===== src/rtl/fifo_read_ctrl.sv =====
// Read-side FIFO controller: drains a 1-cycle-latency FIFO into a valid/ready stream via a skid buffer.
// Optional statistics ports (rd_count, max_occ) are enabled by defining FIFO_READ_STATS_EN.
module fifo_read_ctrl #(
  parameter int FIFO_WIDTH = 16,
  parameter int SKID_DEPTH = 2
) (
  input  logic                  clk,
  input  logic                  rst_n,
  input  logic                  en,
  input  logic                  fifo_empty,
  input  logic                  fifo_underflow,
  input  logic [FIFO_WIDTH-1:0] fifo_dout,
  output logic                  fifo_rd_en,
  output logic                  m_valid,
  input  logic                  m_ready,
  output logic [FIFO_WIDTH-1:0] m_data,
  output logic                  busy,
  output logic                  rd_err
`ifdef FIFO_READ_STATS_EN
  ,
  output logic [15:0]                     rd_count,
  output logic [$clog2(SKID_DEPTH+1)-1:0] max_occ
`endif
);

  localparam int PW = (SKID_DEPTH > 1) ? $clog2(SKID_DEPTH) : 1;
  localparam int CW = $clog2(SKID_DEPTH + 1);
  localparam logic [PW-1:0] LAST_C  = PW'(SKID_DEPTH - 1);
  localparam logic [CW:0]   DEPTH_C = (CW + 1)'(SKID_DEPTH);

  typedef enum logic [1:0] {IDLE, RUN, DRAIN} state_t;

  state_t                  state_q;
  logic                    busy_q;
  logic                    rd_err_q;
  logic                    inflight_q;
  logic [CW-1:0]           occ_q;
  logic [PW-1:0]           head_q;
  logic [PW-1:0]           tail_q;
  logic [FIFO_WIDTH-1:0]   mem_q [SKID_DEPTH];

  logic                    push;
  logic                    pop;
  logic [CW:0]             budget;

  function automatic logic [PW-1:0] ptr_next(input logic [PW-1:0] p);
    return (p == LAST_C) ? '0 : p + 1'b1;
  endfunction

  assign push    = inflight_q;
  assign m_valid = (occ_q != '0);
  assign m_data  = mem_q[head_q];
  assign pop     = m_valid & m_ready;
  assign busy    = busy_q;
  assign rd_err  = rd_err_q;

  // Occupancy after this cycle's pop, counting the word already on its way back from the FIFO.
  assign budget     = ({1'b0, occ_q} + {{CW{1'b0}}, inflight_q}) - {{CW{1'b0}}, pop};
  assign fifo_rd_en = (state_q == RUN) && !fifo_empty && (budget < DEPTH_C);

  always_ff @(posedge clk or negedge rst_n) begin
    if (!rst_n) begin
      state_q <= IDLE;
      busy_q  <= 1'b0;
    end else begin
      case (state_q)
        IDLE: begin
          if (en) begin
            state_q <= RUN;
            busy_q  <= 1'b1;
          end
        end
        RUN: begin
          if (!en) state_q <= DRAIN;
        end
        DRAIN: begin
          if (en) begin
            state_q <= RUN;
          end else if (occ_q == '0 && !inflight_q) begin
            state_q <= IDLE;
            busy_q  <= 1'b0;
          end
        end
        default: begin
          state_q <= IDLE;
          busy_q  <= 1'b0;
        end
      endcase
    end
  end

  always_ff @(posedge clk or negedge rst_n) begin
    if (!rst_n) begin
      inflight_q <= 1'b0;
      occ_q      <= '0;
      head_q     <= '0;
      tail_q     <= '0;
      for (int i = 0; i < SKID_DEPTH; i++) mem_q[i] <= '0;
    end else begin
      inflight_q <= fifo_rd_en;
      if (push) begin
        mem_q[tail_q] <= fifo_dout;
        tail_q        <= ptr_next(tail_q);
      end
      if (pop) head_q <= ptr_next(head_q);
      case ({push, pop})
        2'b10:   occ_q <= occ_q + 1'b1;
        2'b01:   occ_q <= occ_q - 1'b1;
        default: occ_q <= occ_q;
      endcase
    end
  end

  always_ff @(posedge clk or negedge rst_n) begin
    if (!rst_n)              rd_err_q <= 1'b0;
    else if (fifo_underflow) rd_err_q <= 1'b1;
  end

`ifdef FIFO_READ_STATS_EN
  logic [15:0]   rd_count_q;
  logic [CW-1:0] max_occ_q;

  assign rd_count = rd_count_q;
  assign max_occ  = max_occ_q;

  always_ff @(posedge clk or negedge rst_n) begin
    if (!rst_n) begin
      rd_count_q <= '0;
      max_occ_q  <= '0;
    end else begin
      if (pop && rd_count_q != 16'hFFFF) rd_count_q <= rd_count_q + 16'd1;
      if (occ_q > max_occ_q) max_occ_q <= occ_q;
    end
  end
`endif

endmodule


===== config.mk =====
export PLATFORM = sky130hd
export DESIGN_NAME = fifo_read_ctrl
export DESIGN_NICKNAME = d
export VERILOG_FILES = /design/src/rtl/fifo_read_ctrl.sv
export SDC_FILE = /design/constraint.sdc
export NUM_CORES = 1
export LEC_CHECK = 0
export BUFFER_PORTS_ARGS = -buffer_cell sky130_fd_sc_hd__buf_2
export CORE_MARGIN = 2
export CORE_UTILIZATION = 53
export CTS_CLUSTER_SIZE = 16
export DETAILED_ROUTE_END_ITERATION = 6
export PLACE_DENSITY = 0.79
export SYNTH_ARGS = -nofsm -noshare
export SYNTH_HDL_FRONTEND = slang
export SYNTH_SLANG_ARGS = --single-unit

===== constraint.sdc =====
create_clock -name clk -period 2.3 [get_ports clk]
set_input_delay 0.23 -clock clk [delete_from_list [all_inputs] [get_ports clk]]
set_output_delay 0.23 -clock clk [all_outputs]
set_load 0.01 [all_outputs]

* Yosys cells after proc, flatten, opt, wreduce, memory -nomap -nowiden *
Cells that the tools add are included.
W data, S select, Z words.

cells by class
  $add $sub $neg = 6
  magnitude comparators = 4
  bitwise operators = 4
  reductions and logical operators = 12
  eq/ne operators = 9
  muxes and demuxes = 18

operators by type and width
  cell                   count
  $mux W16               4
  $bwmux W32             1
  $demux W16 S1          1
  $mux W2                4
  $ne A2 B2 Y1 const B   4
  $pmux W2 S3            1
  $mux W1                5
  $eq A2 B1 Y1 const B   2
  $eq A2 B2 Y1 const B   2
  $ge A2 B2 Y1 const B   2
  $logic_and A1 B1 Y1    4
  $logic_not A2 Y1       2
  $not A1 Y2             2
  $pmux W2 S2            1
  $reduce_and A4 Y1      1
  $reduce_bool A2 Y1     2
  $add A2 B1 Y3          1
  $lt A3 B2 Y1 const B   1
  $ne A3 B3 Y1 const B   1
  $pmux W1 S3            1
  $reduce_and A3 Y1      1
  $sub A3 B1 Y3          1
  $add A1 B1 Y1 const B  2
  $add A2 B1 Y2 const B  1
  other kinds (5)        6

word-level totals
  output and inout bits = 20
  register bits = 41
  word-level logic and storage cells = 62

* Longest topological paths before layout *
Gate-level depths: netlist of the first run.

  depth in word-level cells = 6
  depth in mapped cells = 6
  gate-level depth less buffers = 6

* Worst setup path before layout of the first run *
No wires, ideal clock.

  path type = reg2out
  start = register occ_q[1]
  end = output fifo_rd_en
  data arrival time = 1847 ps
  required time = 2070 ps
  path slack = 223 ps
  stages on the path, launching flop included = 7
  buffers on the path = 0
  cells stage by stage = dfrtp_1 > nand2_1 > mux2i_1 > nand2_1 > fa_1 > xor2_1 > nor4b_1

on the way
  word-level cells in the longest chain between the ends = 5
  elaborated cells on any way between the ends = 6
  classes of those cells = add/sub: 2; order compare: 1; bitwise: 1; reduce/logical: 2

RTL lines
  element                                                                line  source
  start, declared                                                        37    logic [CW-1:0] occ_q;
  start signal, assigned                                                 107   2'b10: occ_q <= occ_q + 1'b1;
  start signal, assigned                                                 108   2'b01: occ_q <= occ_q - 1'b1;
  start signal, assigned                                                 109   default: occ_q <= occ_q;
  parallel branches: the longest is 2 deep, another holds $add A2 B1 Y3  --
  $sub A3 B1 Y3 (*)                                                      58    assign budget = ({1'b0, occ_q} + {{CW{1'b0}}, inflight_q}) - {{CW{1'b0}}, pop};
  $lt A3 B2 Y1 (*)                                                       59    assign fifo_rd_en = (state_q == RUN) && !fifo_empty && (budget < DEPTH_C);
  $logic_and A1 B1 Y1 (*)                                                59
  end, declared                                                          13    output logic fifo_rd_en,

Mark *: on every way between the ends.

* Worst setup path in the final report of the first run *
  start = register occ_q[0]
  end = output fifo_rd_en

The elaborated chain is that of the path after synthesis.

==> results of run 1 <==
## worst max path at each step
stage                                    start          to  cells past startpoint  slack, ns
after floorplan           occ_q[1]$_DFFE_PN0P_  fifo_rd_en                      6       0.22
final                     occ_q[0]$_DFFE_PN0P_  fifo_rd_en                      6      -0.03
after global routing      occ_q[0]$_DFFE_PN0P_  fifo_rd_en                      6      -0.18
after CTS                 occ_q[0]$_DFFE_PN0P_  fifo_rd_en                      6      -0.07
after global placement    occ_q[0]$_DFFE_PN0P_  fifo_rd_en                      6       0.30
after detailed placement  occ_q[0]$_DFFE_PN0P_  fifo_rd_en                      6       0.14
## per-layer routing
metal | track usage | part of all wire | up-vias
li1 | - | - | 523
met1 | 0.221 | 0.40 | 582
met2 | 0.328 | 0.52 | 31
met3 | 0.0429 | 0.045 | 11
met4 | 0.109 | 0.032 | 0
met5 | 0 | 0 | -
## registers in the layout (all words and copies together), names as in the netlist
register / flops
inflight_q: 1
occ_q: 2
mem_q: 32
head_q: 1
busy: 1
tail_q: 1
rd_err: 1
state_q: 2
## power by group through the flow
stage               Combinational (mW)  Clock, mW  Sequential, mW
floorplan                        0.874          0            1.17
global placement                  1.12          0            1.22
detailed placement                1.16          0            1.26
CTS                               1.18      0.367            1.24
global route                      1.26      0.410            1.29
finish                            1.17      0.360            1.24
## synth_stat cells
master	n	area, um^2
dfrtp_1	41	1030
mux2_2	38	428
mux2_4	10	150
a21oi_1	4	20.0
buf_6	3	33.8
inv_1	3	11.3
nand2_1	3	11.3
xor2_1	3	26.3
buf_2	2	10.0
nand2b_1	2	12.5
nor3_1	2	10.0
or2_2	2	12.5
a21boi_0	1	7.51
and4_1	1	8.76
buf_12	1	20.0
fa_1	1	20.0
mux2i_1	1	10.0
nand2_2	1	6.26
nor2_1	1	3.75
nor2b_4	1	13.8
nor4b_1	1	8.76
o211ai_1	1	7.51
o32ai_1	1	8.76
xnor2_1	1	8.76
## cell type report
type,count,area [um^2],area share
sequential,41,1030,0.475
multi-input combinational,75,783,0.362
timing repair buffer,44,228,0.105
tap,46,57.6,0.0266
clock buffer,7,55.1,0.0255
inverter,3,11.3,0.00521
## logic make-up (layout without fill, tap and decap cells)
kind of cell,count (synthesis),in the layout,synth area share
multiplexers,49,49,0.314
XOR/XNOR,4,4,0.0187
flip-flops,41,41,0.547
adder cells (fa/ha/maj),1,1,0.0107
AND/OR/NAND/NOR,14,14,0.0467
buffers and inverters,9,54,0.0400
AO/OA/AOI/OAI,7,7,0.0234
## repair_timing
| action | 4_1_cts | 5_1_grt |
|---|---|---|
| pin swaps | 1 | 1 |
| setup buffers | 1 | 0 |
| hold endpoints to repair | 0 | 0 |
| setup endpoints to repair | 1 | 1 |
| gates cloned | 0 | 0 |
| gates resized for setup | 2 | 0 |
## worst register-to-register path, cell delays in order, from the launching register on
cell,delay [ns]
dfrtp_1,0.56
nor2b_4,0.60
mux2_2,0.41
## cell usage in the layout (no fill, tap or decap), types with 2 or more instances in the layout
master	synthesis	routed
nor3_1	2	2
mux2_4	10	10
or2_2	2	2
dfrtp_1	41	41
xor2_1	3	3
a21oi_1	4	4
nand2_1	3	3
nand2b_1	2	2
inv_1	3	3
buf_4	0	3
clkbuf_4	0	5
buf_2	2	41
mux2_2	38	38
==> flow_summary.yaml, run 1 <==
critical_path:
  reg2reg_setup_slack_ns: 0.62
  r2r_cells: 2
  path_class: "reg2out"
  critPathRequiredTime_ns: 2.07
  path_cells: "mux2i_1, nand2_1, fa_2, xor2_1, nor4b_2, buf_2"
  cp-end-kind: "primary output"
  r2r-end: "mem_q[18]$_DFFE_PN0P_"
  reg2reg_from: "inflight_q$_DFF_PN0_"
  critPathTopFamily: "simple AND/OR/NAND/NOR gates"
  cp_max_fo: 2
  cp_num_buf_inv: 1
  slowest_delay_ns: 0.38
  worstSetupStartpointType: "register"
  cp.arrival_ns: 2.10
  slowest_stage: "dfrtp_1"
routing:
  wl_um: 3480
  vias: 1147
  drtPass1Iterations: 3
  ant_nets: 0
  first_iter_violations: 47
  drc: 0
  wl_per_cell_um: 16.1
  viasPerCell: 5.31
sta:
  fin_skew_ns: 0.0108
  grt_setup_unrepaired: "true"
  fmax_mhz: 429
  tns_ns: -0.0319
  drv_slew: 0
  fin_crit_sh: 1.01
  tightest_slew_ns: 0.882
  setup_viol: 1
  hold_violations: 19
  timing.slew.headroom: 0.412
  fin_ws_ns: -0.0319
  hold_slack_ns: -0.00915
  period_minus_slack_ns: 2.33
floorplan:
  die_area_mm2: 0.00403
  dieWidth_um: 63.5
  initial_core_util: 0.558
  floorplan.rows: 21
  die_h_um: 63.5
  core_area_mm2: 0.00336
  ios: 42
clock_tree:
  cts_inserted_buffers: 5
  cts-root-buf: "clkbuf_4"
  cts_max_level: 2
  cts.path.max_buffers: 2
  cts.sinks: 41
  holdBufCountCts: 0
  cts_tree: "yes"
  cts.reportedPaths.clkPinSlew_ns: 0.11
  insertion_delay_ns: 0.35
grt:
  grt_pass1_vias: 1234
  grt_max_degree: 42
  grt_pass1_wl_um: 5830
  antenna_found_initial: 0
  grt_overflow: 0
  grt_use_total: 0.192
pwr:
  finalPower_mw: 2.76
  leakage_nw: 1.01
  swShare: 0.319
  p_seq_frac: 0.448
  power.switching_mw: 0.882
  clockPowerShare: 0.130
  p_per_area_mw_per_mm2: 1280
  peakVddDrop_uv: 581
  p_int_mw: 1.88
  comb_power_share: 0.422
placement:
  port_buffers: 41
  placed_area_mm2: 0.00209
  dp_cells: 208
  gp_congestion: 0.676
  dp_hpwl_um: 2470
  dp_slack_ns: 0.143
run:
  cap_violations: 0
logic_synthesis:
  ys_ff_latch: 41
  syn_avg_cell_area_um2: 15.0
  seq_area_frac_synth: 0.547
  yosys_warnings: 0
  synth_cell_type_count: 24
  syn-num-nets: 148
  synthesis.area_mm2: 0.00188
  syn_inst: 125
final_layout:
  num_antenna_cells: 0
  fin_cells: 216
  layout.core_utilization: 0.642
  syn_to_final_growth_pct: 15.2
  final_area_mm2: 0.00216
  fillCellCount: 290
  drive_gt1_frac: 0.612
  fin_nets: 193
status:
  violations: "negative hold slack, negative setup slack"
  status: "complete, but fails checks"
worst_hold_path:
  hold_path_class: "in2async"
No activity file was read; power rests on OpenSTA's default activity.
==> inputs of run 2 (changes only) <==
--- a/config.mk
+++ b/config.mk
@@ -7,10 +7,11 @@
 export LEC_CHECK = 0
 export BUFFER_PORTS_ARGS = -buffer_cell sky130_fd_sc_hd__buf_2
 export CORE_MARGIN = 2
-export CORE_UTILIZATION = 53
+export CORE_UTILIZATION = 35
 export CTS_CLUSTER_SIZE = 16
 export DETAILED_ROUTE_END_ITERATION = 6
-export PLACE_DENSITY = 0.79
+export PLACE_DENSITY = 0.57
+export SLEW_MARGIN = 30
 export SYNTH_ARGS = -nofsm -noshare
 export SYNTH_HDL_FRONTEND = slang
 export SYNTH_SLANG_ARGS = --single-unit
==> run 2 against run 1 <==
The run now ends clean. Hold slack better by 0.14 ns. Fmax rose by 3.1%. Flip-flop and latch count is the same. Die area up 48%. Critical path depth is the same. Final cell count rose by 13%. Via count up 0.87%. Register-to-register slack lost 0.09 ns. Design area grew 4.4%. Critical path type unchanged.
==> flow_summary.yaml, run 2 (synthesis gave the netlist of run 1 again) <==
status:
  status: "completed"
critical_path:
  cp.depth: 6
  reg2reg_setup_slack_ns: 0.53
  slowest_delay_ns: 0.42
  critPathTopFamily: "flip-flops"
  cp.arrival_ns: 2.03
  r2r-end: "inflight_q$_DFF_PN0_"
  reg2reg_from: "occ_q[0]$_DFFE_PN0P_"
  slowest_stage: "dfrtp_2"
  cp_num_buf_inv: 1
  cp_max_fo: 5
  worstSetupStartpointType: "register"
  path_cells: "mux2i_2, nand2_1, fa_2, xor2_1, nor4b_2, buf_2"
  path_class: "reg2out"
  cp-end-kind: "primary output"
  r2r_cells: 6
  critPathRequiredTime_ns: 2.07
pwr:
  peakVddDrop_uv: 375
  p_per_area_mw_per_mm2: 1260
  leakage_nw: 1.04
sta:
  fin_crit_sh: 0.983
  timing.slew.headroom: 0.594
  drv_slew: 0
  fin_skew_ns: 0.00370
  grt_setup_unrepaired: "true"
  tightest_slew_ns: 0.608
  setup_viol: 0
  hold_slack_ns: 0.129
  hold_violations: 0
  tns_ns: 0
  period_minus_slack_ns: 2.26
  fmax_mhz: 442
routing:
  drtPass1Iterations: 4
  wl_per_cell_um: 14.8
  first_iter_violations: 38
  wl_um: 3630
  viasPerCell: 4.72
  ant_nets: 0
  vias: 1157
  drc: 0
grt:
  grt_max_degree: 42
  grt_use_total: 0.126
  grt_overflow: 0
  antenna_found_initial: 0
  grt_pass1_wl_um: 5840
  grt_pass1_vias: 1246
clock_tree:
  cts.reportedPaths.clkPinSlew_ns: 0.07
  cts-root-buf: "clkbuf_8"
  cts_tree: "yes"
  cts.sinks: 41
  cts_inserted_buffers: 5
  insertion_delay_ns: 0.28
  cts_max_level: 2
  cts.path.max_buffers: 2
final_layout:
  multi_input_area_um2: 787
  final_cell_mix: "dfrtp_1 (40), buf_2 (40), mux2_2 (38), mux2_4 (10), buf_4 (7)"
  num_antenna_cells: 0
  largest_reg_flops: 32
  seq_area_mm2: 0.00103
  top_register: "mem_q"
  drive_gt1_frac: 0.617
  syn_to_final_growth_pct: 20.3
  fin_nets: 197
  fillCellCount: 527
  reg_top3: "mem_q x32, occ_q x2, state_q x2"
placement:
  port_buffers: 41
  gp_congestion: 0.689
  dp_hpwl_um: 2400
floorplan:
  initial_core_util: 0.365
  dieWidth_um: 77.2
  die_h_um: 77.2
  core_area_mm2: 0.00514
  ios: 42
  die_area_mm2: 0.00596
  floorplan.rows: 26
run:
  cap_violations: 0
worst_hold_path:
  hold_start: "en"
  hold_end: "state_q[1]$_DFFE_PN0P_"
  hold_path_class: "in2reg"
  hold_depth: 2
## run 2: changes by cell type in the layout (fill, tap and decap cells not counted), moves of 2 or more
cell,before,now
buf_4,3,7
clkbuf_1,1,3
clkbuf_4,5,0
clkbuf_8,1,5
## run 2: timing repair
item | in CTS | in global routing
endpoints found under the hold margin | 0 | 41
buffers inserted | 1 | 2
setup endpoints to repair | 1 | 1
gates resized for setup | 1 | 3
pin swaps | 0 | 2
hold buffers | 0 | 1
## run 2: worst register-to-register path: stages (launching register included)
cell and delay [ns]:
dfrtp_2 0.42, mux2i_2 0.26, nand2_1 0.10, fa_2 0.34
xor2_1 0.15, nor4b_2 0.30, buf_4 0.15
## run 2: area by class of cell
type                            instances  area share
Sequential cell                        41       0.455
Multi-Input combinational cell         75       0.349
Timing Repair Buffer                   48       0.116
Tap cell                               70      0.0388
Clock buffer                            8      0.0355
Inverter                                3     0.00499
## run 2: metal layers
| metal | part of all wire | vias to the layer above | track usage |
|---|---|---|---|
| li1 | - | 537 | - |
| met1 | 0.42 | 585 | 0.141 |
| met2 | 0.52 | 30 | 0.220 |
| met3 | 0.049 | 5 | 0.0447 |
| met4 | 0.014 | 0 | 0.0482 |
| met5 | 0 | - | 0 |
## run 2: worst max-delay path by stage
stage	start	endpoint	slack, ns
CTS	occ_q[0]$_DFFE_PN0P_	fifo_rd_en	0.01
finish	occ_q[0]$_DFFE_PN0P_	fifo_rd_en	0.04
floorplan	occ_q[1]$_DFFE_PN0P_	fifo_rd_en	0.22
global route	occ_q[0]$_DFFE_PN0P_	fifo_rd_en	-0.09
global placement	occ_q[0]$_DFFE_PN0P_	fifo_rd_en	0.31
detailed placement	occ_q[0]$_DFFE_PN0P_	fifo_rd_en	0.20
## run 2: power by group
| group | internal [mW] | switching, mW | total (mW) |
|---|---|---|---|
| clock | 0.216 | 0.230 | 0.445 |
| combinational | 0.709 | 0.453 | 1.16 |
| sequential | 1.04 | 0.195 | 1.24 |
## run 2: stage by stage
| stage | utilization | std cells | worst slack, ns | total power, mW | instance area (um^2) |
|---|---|---|---|---|---|
| detailed placement | 0.414 | 233 | 0.202 | 2.41 | 2130 |
| global route | 0.439 | 245 | -0.0861 | 3.04 | 2260 |
| finish | 0.439 | 245 | 0.0387 | 2.84 | 2260 |
| CTS | 0.432 | 242 | 0.0101 | 2.88 | 2220 |
| floorplan | - | 125 | 0.223 | 2.04 | 1880 |
| global placement | 0.414 | 233 | 0.314 | 2.36 | 2130 |
==> inputs of run 3 (changes only) <==
--- a/config.mk
+++ b/config.mk
@@ -7,10 +7,10 @@
 export LEC_CHECK = 0
 export BUFFER_PORTS_ARGS = -buffer_cell sky130_fd_sc_hd__buf_2
 export CORE_MARGIN = 2
-export CORE_UTILIZATION = 35
+export CORE_UTILIZATION = 53
 export CTS_CLUSTER_SIZE = 16
 export DETAILED_ROUTE_END_ITERATION = 6
-export PLACE_DENSITY = 0.57
+export PLACE_DENSITY = 0.79
 export SLEW_MARGIN = 30
 export SYNTH_ARGS = -nofsm -noshare
 export SYNTH_HDL_FRONTEND = slang
==> constraint.sdc (replaced) <==
create_clock -name clk -period 2.2 [get_ports clk]
set_input_delay 0.22 -clock clk [delete_from_list [all_inputs] [get_ports clk]]
set_output_delay 0.22 -clock clk [all_outputs]
set_load 0.01 [all_outputs]
==> run 3 against run 2 <==
The flow now finishes with violations (negative setup slack). Design area fell by 0.44%. Utilization rose by 23 points. Sequential share of layout area up 0.15 points. Worst setup slack worse by 0.18 ns. Total power is 10% higher. Register-to-register slack worse by 0.02 ns.
==> flow_summary.yaml, run 3 (synthesis gave the netlist of run 1 again) <==
status:
  status: "complete, but fails checks"
  violations: "negative setup slack"
placement:
  gp_congestion: 0.676
  placed_area_mm2: 0.00210
  dp_hpwl_um: 2540
  port_buffers: 41
final_layout:
  multi_input_area_um2: 786
  final_cell_mix: "dfrtp_1 (41), buf_2 (40), mux2_2 (38), mux2_4 (10), buf_4 (7)"
  reg_top3: "mem_q x32, occ_q x2, state_q x2"
  drive_gt1_frac: 0.629
  fillCellCount: 265
  fin_nets: 197
  final_common_cell: "dfrtp_1"
  largest_reg_flops: 32
  top_register: "mem_q"
  syn_to_final_growth_pct: 19.7
  seq_area_mm2: 0.00103
  num_antenna_cells: 0
  final_area_mm2: 0.00225
critical_path:
  path_cells: "nand2_2, mux2i_1, nand2_1, fa_2, xor2_1, nor4b_2, buf_2"
  worstSetupStartpointType: "register"
  crit_start: "occ_q[1]$_DFFE_PN0P_"
  slowest_delay_ns: 0.41
  path_class: "reg2out"
  cp-end-kind: "primary output"
  critPathTopFamily: "simple AND/OR/NAND/NOR gates"
  critPathRequiredTime_ns: 1.98
  r2r-end: "inflight_q$_DFF_PN0_"
  r2r_cells: 6
  cp_num_buf_inv: 1
  cp_max_fo: 2
  reg2reg_from: "occ_q[1]$_DFFE_PN0P_"
  slowest_stage: "dfrtp_1"
  cp.depth: 7
  reg2reg_setup_slack_ns: 0.51
  worstSetupEndpoint: "fifo_rd_en"
  cp.arrival_ns: 2.12
run:
  cap_violations: 0
pwr:
  clockPowerShare: 0.190
  p_seq_frac: 0.413
  leakage_nw: 1.06
  p_int_mw: 2.18
  comb_power_share: 0.396
  power.switching_mw: 0.957
  peakVddDrop_uv: 745
  p_per_area_mw_per_mm2: 1400
  swShare: 0.305
sta:
  fmax_mhz: 428
  period_minus_slack_ns: 2.34
  tightest_slew_ns: 0.621
  drv_slew: 0
  setup_viol: 1
  hold_slack_ns: 0.0240
  grt_setup_unrepaired: "true"
  fin_ws_ns: -0.137
  timing.slew.headroom: 0.585
  fin_skew_ns: 0.00833
  hold_violations: 0
  fin_crit_sh: 1.06
clock_tree:
  cts_inserted_buffers: 5
  cts-root-buf: "clkbuf_4"
  cts_max_level: 2
  cts_tree: "yes"
  insertion_delay_ns: 0.35
  cts.sinks: 41
  cts.path.max_buffers: 2
  cts.reportedPaths.clkPinSlew_ns: 0.13
floorplan:
  initial_core_util: 0.558
  dieWidth_um: 63.5
  core_area_mm2: 0.00336
  die_h_um: 63.5
  floorplan.rows: 21
  ios: 42
  die_area_mm2: 0.00403
grt:
  grt_overflow: 0
  grt_max_degree: 42
  antenna_found_initial: 0
  grt_pass1_wl_um: 6250
  grt_pass1_vias: 1336
  grt_use_total: 0.207
routing:
  drc: 0
  wl_per_cell_um: 16.8
  wl_um: 3710
  vias: 1201
  ant_nets: 0
  drtPass1Iterations: 4
  viasPerCell: 5.43
  first_iter_violations: 19
worst_hold_path:
  hold_path_class: "in2reg"
[run 3: cell types whose count changed in the layout (fill, tap and decap cells not counted), moves of 2 or more]
cell / before / now
clkbuf_4: 0 / 5
clkbuf_8: 5 / 0
clkbuf_1: 3 / 0
bufinv_16: 0 / 2
[run 3: worst min-delay path by stage]
stage | end | slack (ns) | startpoint | cells past startpoint
floorplan | busy$_DFFE_PN0P_ | -0.08 | rst_n | 0
global placement | mem_q[29]$_DFFE_PN0P_ | 0.37 | rst_n | 1
finish | inflight_q$_DFF_PN0_ | 0.02 | fifo_empty | 2
detailed placement | mem_q[13]$_DFFE_PN0P_ | 0.39 | rst_n | 1
CTS | inflight_q$_DFF_PN0_ | 0.02 | fifo_empty | 2
global route | inflight_q$_DFF_PN0_ | 0.02 | fifo_empty | 2
[run 3: timing repair]
| action | CTS | global route |
|---|---|---|
| setup buffers | 3 | 0 |
| hold endpoints to repair | 1 | 0 |
| pin swaps | 1 | 2 |
| hold buffers | 1 | 0 |
| gates resized for setup | 2 | 1 |
| endpoints found under the setup margin | 1 | 1 |
[run 3: stage by stage]
| step | total power, mW | cells | util | TNS [ns] | worst slack [ns] |
|---|---|---|---|---|---|
| 6_report | 3.14 | 221 | 0.668 | -0.137 | -0.137 |
| 5_1_grt | 3.33 | 221 | 0.668 | -0.204 | -0.204 |
| 4_1_cts | 3.16 | 221 | 0.666 | -0.113 | -0.113 |
| 3_5_place_dp | 2.54 | 209 | 0.624 | 0 | 0.0888 |
| 3_3_place_gp | 2.45 | 209 | 0.624 | 0 | 0.222 |
| 2_1_floorplan | 2.13 | 125 | - | 0 | 0.133 |
[run 3: layout make-up]
class / count / share of cell area
Inverter: 3 / 0.00501
Tap cell: 46 / 0.0256
Sequential cell: 41 / 0.457
Clock buffer: 5 / 0.0167
Multi-Input combinational cell: 75 / 0.350
Clock inverter: 3 / 0.0290
Timing Repair Buffer: 48 / 0.117
[run 3: power by group through the flow]
stage | clock network, mW | logic, mW | registers, mW
floorplan | 0 | 0.913 | 1.22
global placement | 0 | 1.17 | 1.28
detailed placement | 0 | 1.22 | 1.32
CTS | 0.607 | 1.26 | 1.30
global route | 0.643 | 1.35 | 1.35
finish | 0.597 | 1.24 | 1.30
[run 3: routing by layer]
metal	GRT usage	routed length (um)	up-vias
met2	0.350	1970	38
li1	-	-	537
met1	0.231	1450	610
met5	0	0	-
met4	0.130	133	0
met3	0.0518	161	16
